**config.mk**
```make
export PLATFORM = sky130hd
export DESIGN_NAME = spn_iter_core
export DESIGN_NICKNAME = d
export VERILOG_FILES = /design/src/rtl/spn_pkg.sv /design/src/rtl/spn_round_step.sv /design/src/rtl/spn_iter_core.sv
export SDC_FILE = /design/constraint.sdc
export NUM_CORES = 1
export LEC_CHECK = 0
export ABC_AREA = 1
export CAP_MARGIN = 40
export CORE_ASPECT_RATIO = 1.75
export CORE_UTILIZATION = 54
export DETAILED_ROUTE_END_ITERATION = 6
export PLACE_DENSITY = 0.86
export REMOVE_ABC_BUFFERS = 1
export SLEW_MARGIN = 30
export SYNTH_ARGS = -nofsm -noshare
export SYNTH_HDL_FRONTEND = slang
export SYNTH_SLANG_ARGS = --single-unit
```
**constraint.sdc**
```tcl
create_clock -name clk -period 1.9 [get_ports clk]
set_input_delay 0.38 -clock clk [delete_from_list [all_inputs] [get_ports clk]]
set_output_delay 0.38 -clock clk [all_outputs]
set_load 0.005 [all_outputs]
```
**src/rtl/spn_pkg.sv**
```systemverilog
// Shared SPN primitives: opcodes, FSM states, 4-bit S-box, 16-bit bit shuffle and key schedule.
package spn_pkg;

    localparam int NUM_ROUNDS = 4;
    localparam int BLK_W      = 16;
    localparam int KEY_W      = 32;

    typedef enum logic [1:0] {
        OP_NOP = 2'd0,
        OP_ENC = 2'd1,
        OP_DEC = 2'd2,
        OP_ERR = 2'd3
    } opcode_t;

    typedef enum logic [1:0] {
        IDLE  = 2'd0,
        ROUND = 2'd1,
        DONE  = 2'd2
    } spn_state_t;

    typedef logic [NUM_ROUNDS-1:0][BLK_W-1:0] round_key_t;

    function automatic logic [3:0] sbox4(input logic [3:0] x);
        logic [3:0] y;
        case (x)
            4'h0: y = 4'h1;  4'h1: y = 4'h2;  4'h2: y = 4'h9;  4'h3: y = 4'hC;
            4'h4: y = 4'h6;  4'h5: y = 4'hF;  4'h6: y = 4'h0;  4'h7: y = 4'hD;
            4'h8: y = 4'hA;  4'h9: y = 4'h4;  4'hA: y = 4'hB;  4'hB: y = 4'hE;
            4'hC: y = 4'h5;  4'hD: y = 4'h8;  4'hE: y = 4'h7;  default: y = 4'h3;
        endcase
        return y;
    endfunction

    function automatic logic [3:0] isbox4(input logic [3:0] x);
        logic [3:0] y;
        case (x)
            4'h0: y = 4'h6;  4'h1: y = 4'h0;  4'h2: y = 4'h1;  4'h3: y = 4'hF;
            4'h4: y = 4'h9;  4'h5: y = 4'hC;  4'h6: y = 4'h4;  4'h7: y = 4'hE;
            4'h8: y = 4'hD;  4'h9: y = 4'h2;  4'hA: y = 4'h8;  4'hB: y = 4'hA;
            4'hC: y = 4'h3;  4'hD: y = 4'h7;  4'hE: y = 4'hB;  default: y = 4'h5;
        endcase
        return y;
    endfunction

    function automatic logic [BLK_W-1:0] sbox16(input logic [BLK_W-1:0] x);
        logic [BLK_W-1:0] y;
        y = '0;
        for (int i = 0; i < 4; i++) y[4*i +: 4] = sbox4(x[4*i +: 4]);
        return y;
    endfunction

    function automatic logic [BLK_W-1:0] isbox16(input logic [BLK_W-1:0] x);
        logic [BLK_W-1:0] y;
        y = '0;
        for (int i = 0; i < 4; i++) y[4*i +: 4] = isbox4(x[4*i +: 4]);
        return y;
    endfunction

    // Bit b of nibble j moves to bit b of nibble (j+b)%4, spreading every nibble over all four.
    function automatic logic [BLK_W-1:0] pbox(input logic [BLK_W-1:0] x);
        logic [BLK_W-1:0] y;
        y = '0;
        for (int j = 0; j < 4; j++)
            for (int b = 0; b < 4; b++)
                y[4*((j+b)%4)+b] = x[4*j+b];
        return y;
    endfunction

    function automatic logic [BLK_W-1:0] ipbox(input logic [BLK_W-1:0] x);
        logic [BLK_W-1:0] y;
        y = '0;
        for (int j = 0; j < 4; j++)
            for (int b = 0; b < 4; b++)
                y[4*j+b] = x[4*((j+b)%4)+b];
        return y;
    endfunction

    function automatic round_key_t gen_round_keys(input logic [KEY_W-1:0] k);
        round_key_t rk;
        rk[0] = {k[7:0], k[23:16]};
        rk[1] = k[15:0];
        rk[2] = {k[7:0], k[31:24]};
        rk[3] = k[31:16];
        return rk;
    endfunction

endpackage

```
**src/rtl/spn_round_step.sv**
```systemverilog
// One SPN round step (combinational); dir_i=1 selects the decrypt schedule.
module spn_round_step
    import spn_pkg::*;
(
    input  logic [BLK_W-1:0] st_i,
    input  logic [BLK_W-1:0] d_i,
    input  round_key_t       rk_i,
    input  logic [1:0]       rnd_i,
    input  logic             dir_i,
    output logic [BLK_W-1:0] st_o
);

    always_comb begin
        st_o = st_i;
        if (!dir_i) begin
            case (rnd_i)
                2'd0:    st_o = pbox(sbox16(d_i ^ rk_i[0]));
                2'd1:    st_o = pbox(sbox16(st_i ^ rk_i[1]));
                2'd2:    st_o = sbox16(st_i ^ rk_i[2]);
                default: st_o = st_i ^ rk_i[3];
            endcase
        end else begin
            case (rnd_i)
                2'd0:    st_o = d_i ^ rk_i[3];
                2'd1:    st_o = isbox16(st_i) ^ rk_i[2];
                2'd2:    st_o = isbox16(ipbox(st_i)) ^ rk_i[1];
                default: st_o = isbox16(ipbox(st_i)) ^ rk_i[0];
            endcase
        end
    end

endmodule

```
**src/rtl/spn_iter_core.sv**
```systemverilog
// Iterative SPN engine: one round step per cycle behind valid/ready handshakes.
// Define SPN_STATS_EN to add saturating per-opcode completion counters.
module spn_iter_core
    import spn_pkg::*;
#(
    parameter int               CNT_W    = 16,
    parameter logic [BLK_W-1:0] ERR_DATA = 16'h0000
) (
    input  logic             clk,
    input  logic             rst_n,
    input  logic             in_valid,
    output logic             in_ready,
    input  logic [1:0]       in_opcode,
    input  logic [BLK_W-1:0] in_data,
    input  logic [KEY_W-1:0] in_key,
    output logic             out_valid,
    input  logic             out_ready,
    output logic [BLK_W-1:0] out_data,
    output logic             out_err,
    output logic             busy
`ifdef SPN_STATS_EN
    ,
    output logic [CNT_W-1:0] enc_count,
    output logic [CNT_W-1:0] dec_count,
    output logic [CNT_W-1:0] err_count
`endif
);

    spn_state_t       state_q;
    opcode_t          op_q;
    opcode_t          op_in;
    logic [1:0]       rnd_q;
    logic [BLK_W-1:0] d_q;
    logic [KEY_W-1:0] key_q;
    logic [BLK_W-1:0] st_q, st_d;
    logic             out_valid_q, out_err_q, in_ready_q, busy_q;
    logic [BLK_W-1:0] out_data_q;
    round_key_t       rk;
    logic             dir;
    logic             out_hs;

    assign op_in  = opcode_t'(in_opcode);
    assign rk     = gen_round_keys(key_q);
    assign dir    = (op_q == OP_DEC);
    assign out_hs = (state_q == DONE) && out_ready;

    spn_round_step u_step (
        .st_i  (st_q),
        .d_i   (d_q),
        .rk_i  (rk),
        .rnd_i (rnd_q),
        .dir_i (dir),
        .st_o  (st_d)
    );

    always_ff @(posedge clk or negedge rst_n) begin
        if (!rst_n) begin
            state_q     <= IDLE;
            op_q        <= OP_NOP;
            rnd_q       <= 2'd0;
            d_q         <= '0;
            key_q       <= '0;
            st_q        <= '0;
            out_valid_q <= 1'b0;
            out_data_q  <= '0;
            out_err_q   <= 1'b0;
            in_ready_q  <= 1'b1;
            busy_q      <= 1'b0;
        end else begin
            case (state_q)
                IDLE: begin
                    if (in_valid) begin
                        case (op_in)
                            OP_ENC, OP_DEC: begin
                                op_q       <= op_in;
                                d_q        <= in_data;
                                key_q      <= in_key;
                                rnd_q      <= 2'd0;
                                state_q    <= ROUND;
                                in_ready_q <= 1'b0;
                                busy_q     <= 1'b1;
                            end
                            OP_ERR: begin
                                op_q        <= OP_ERR;
                                state_q     <= DONE;
                                out_valid_q <= 1'b1;
                                out_data_q  <= ERR_DATA;
                                out_err_q   <= 1'b1;
                                in_ready_q  <= 1'b0;
                                busy_q      <= 1'b1;
                            end
                            default: ;  // NOP is consumed silently
                        endcase
                    end
                end
                ROUND: begin
                    st_q <= st_d;
                    // rnd saturates at 3: the last step leaves ROUND instead of wrapping
                    if (rnd_q == 2'd3) begin
                        state_q     <= DONE;
                        out_valid_q <= 1'b1;
                        out_data_q  <= st_d;
                        out_err_q   <= 1'b0;
                    end else begin
                        rnd_q <= rnd_q + 2'd1;
                    end
                end
                DONE: begin
                    if (out_ready) begin
                        state_q     <= IDLE;
                        out_valid_q <= 1'b0;
                        in_ready_q  <= 1'b1;
                        busy_q      <= 1'b0;
                    end
                end
                default: begin
                    state_q     <= IDLE;
                    out_valid_q <= 1'b0;
                    in_ready_q  <= 1'b1;
                    busy_q      <= 1'b0;
                end
            endcase
        end
    end

    assign in_ready  = in_ready_q;
    assign out_valid = out_valid_q;
    assign out_data  = out_data_q;
    assign out_err   = out_err_q;
    assign busy      = busy_q;

`ifdef SPN_STATS_EN
    logic [CNT_W-1:0] enc_cnt_q, dec_cnt_q, err_cnt_q;

    always_ff @(posedge clk or negedge rst_n) begin
        if (!rst_n) begin
            enc_cnt_q <= '0;
            dec_cnt_q <= '0;
            err_cnt_q <= '0;
        end else if (out_hs) begin
            if (op_q == OP_ENC && enc_cnt_q != '1) enc_cnt_q <= enc_cnt_q + 1'b1;
            if (op_q == OP_DEC && dec_cnt_q != '1) dec_cnt_q <= dec_cnt_q + 1'b1;
            if (op_q == OP_ERR && err_cnt_q != '1) err_cnt_q <= err_cnt_q + 1'b1;
        end
    end

    assign enc_count = enc_cnt_q;
    assign dec_count = dec_cnt_q;
    assign err_count = err_cnt_q;
`else
    logic unused_hs;
    assign unused_hs = out_hs;
`endif

endmodule
```
==> metrics.txt <==
Total GRT Usage 35.6%; met1 Use GR 37.5%; CTS Sinks 90; status finished with violations; Setup crit start kind flip-flop; Yosys reg bits 90; Area contributors post-synth dfrtp_1 25%, nand2_1 21%, nand3_1 9.0%; leading area contributor after synthesis dfrtp_1; Cell Area, Synth ~0.0088 mm²; minimum clock period approximately 1.9 ns; Max Cap Viol 0; ratio of cells with drive above 1 in the final layout 16.0%; Die W 98.5 µm; Netlist cell types 40; initial drt markers ~940; FF-to-FF path depth 11; FF/Latch Area 0.00226 mm²; layout net count about 1600; drt total wl between 30000 and 40000 µm; antenna violations before repair 0; Longest Clk Path Bufs 2; violated checks DRC, setup timing; RD Place Congestion 0.972; DRT Pass-1 Iters 7; Post-Route Utilization about 70%; Crit. End Element flip-flop; Period Utilization, post-route 101%; Worst Tran Pin Value 0.528 ns; clk_lat worst skew around 0.37 ns; fill cell count between 1000 and 1500; Max Slew Vio Count 0; crit-path max FO 6; Final setup viols 3; row count just over 60; area grow syn2layout 24.8%; CTS Buf Count 9; first-pass GRT wire length between 40000 and 50000 µm; unrepaired setup endpoints after global routing yes; WP data arrival between 2 and 2.5 ns; dpl hpwl 21500 µm; die height roughly 170 µm; Core ar. roughly 0.016 mm²; Synth top area share between 20% and 30%; # IOs 74; syn_area_per_cell between 6 and 7 µm²; TNS Setup -0.0470 ns; sequential area share after synthesis between 20% and 30%; Fin. Hold Viols 0; Critical Path RT approximately 2.1 ns; Tightest Hold Check Type in2async; Initial Utilization 55.2%; Final WS setup -0.0261 ns; via/cell ratio 5.93; Multi-input gate area 0.00586 mm²; Die ar. 0.0168 mm²; largest net degree at the start of global routing ~90; GR peak layer met2; M2 GR Usage roughly 62%; ANT nets after route 0; Post-Synthesis Cells about 1400; vias in the first global route about 9600; Root Buffer clkbuf_16; Synthesis Warnings 0; fmax just over 0.5 GHz; worst relative slew slack roughly two thirds; met3 Usage GRT under 10%; crit path kind reg2reg; clock slew at reported path FFs around 0.07 ns; DRC viols 1; WL/cell ~18 µm; htree depth 3; Min Hold Slack around 0.017 ns; port bufs between 70 and 80; vias 10300; n_diodes 0; CTS tree done; gr ovfl total 0; clk_skew approximately 0.011 ns
[cell usage in the layout, fill, tap and decap left out, types with 11 or more instances in the layout]
cell and n:
o21ai_1 30, mux2_2 11, a21oi_1 109, nor2_1 93, xnor2_2 12, clkbuf_16 12
nand3_1 156, dfrtp_1 80, nand2_1 481, o21ai_0 73, o211ai_1 15, inv_2 24
nand2_2 13, xor2_1 14, buf_4 98, inv_1 89, clkdlybuf4s50_1 72, ha_1 48
[critical path, stage by stage (launching register included)]
cell	delay [ns]
dfrtp_1	0.44
xnor2_1	0.24
buf_4	0.19
nand2_1	0.09
nand2_1	0.13
nand3_1	0.12
nand2_1	0.12
nand3_1	0.09
nand2_1	0.10
nand3_1	0.11
nand2_1	0.10
o21ai_1	0.06
[cells in the mapped netlist, drive strengths merged]
| master | instances |
|---|---|
| a21boi | 4 |
| a21o | 4 |
| a21oi | 114 |
| a31oi | 1 |
| and3 | 1 |
| buf | 52 |
| clkbuf | 10 |
| clkinv | 1 |
| dfrtp | 89 |
| dfstp | 1 |
| ha | 51 |
| inv | 123 |
| mux2 | 11 |
| nand2 | 496 |
| nand3 | 158 |
| nand3b | 9 |
| nand4 | 1 |
| nor2 | 103 |
| o211ai | 18 |
| o21a | 1 |
| o21ai | 105 |
| o41ai | 1 |
| or2 | 3 |
| xnor2 | 24 |
| xor2 | 15 |
[layout make-up]
cell class | count | area share, %
clock buffer | 9 | 2.05
tap | 189 | 2.15
inverter | 124 | 4.51
clock inverter | 7 | 0.774
sequential | 90 | 20.6
timing repair buffer | 190 | 16.6
multi-input combinational | 1120 | 53.3
[metrics by stage]
step                      area, µm²  instances  setup WS (ns)
final                         11000       1729        -0.0261
after global routing          11000       1729        -0.0541
after CTS                     10700       1719        0.00700
after detailed placement      10300       1700         -0.311
after global placement        10300       1700         -0.257
after floorplan                8420       1334         -0.859
[routing by layer]
metal	vias to the layer above	part of all wire, %
li1	4787	-
met1	4653	34
met2	605	48
met3	216	8.0
met4	0	9.3
met5	-	0
[state kept, by name (all words and copies together), names as in the netlist]
name and cells:
busy 1, d_q 16, in_ready 1, out_data 16, st_q 16, op_q 2
rnd_q 2, out_valid 1, state_q 2, key_q 32, out_err 1
[repair_timing]
item | 4_1_cts | 5_1_grt
setup buffers | 2 | 7
endpoints found under the setup margin | 14 | 70
pin swaps | 1 | 6
gates resized for setup | 6 | 79
gates cloned | 1 | 3
hold buffers | 0 | 0
[worst paths after layout]
path	end	startpoint	slack, ns
max	st_q[4]$_DFFE_PN0P_	key_q[21]$_DFFE_PN0P_	-0.03
max in group asynchronous	key_q[1]$_DFFE_PN0P_	rst_n	1.42
min	key_q[14]$_DFFE_PN0P_	rst_n	0.02
max reg2reg	st_q[4]$_DFFE_PN0P_	key_q[21]$_DFFE_PN0P_	-0.03
min reg2reg	in_ready$_DFFE_PN1P_	in_ready$_DFFE_PN1P_	0.47
min in group clk	in_ready$_DFFE_PN1P_	in_ready$_DFFE_PN1P_	0.47
[logic make-up after synthesis]
kind of cell / Yosys count / share of synthesized area, %
simple gates: 771 / 36.1
buf+inv: 186 / 9.80
mux: 11 / 1.41
compound gates: 248 / 15.1
xor+xnor: 39 / 4.73
flops: 90 / 25.6
fa+ha+maj: 51 / 7.24
Power is left out: the tool's default activity adds up to more than one toggle a clock period on the data nets, which glitch-free logic cannot reach.
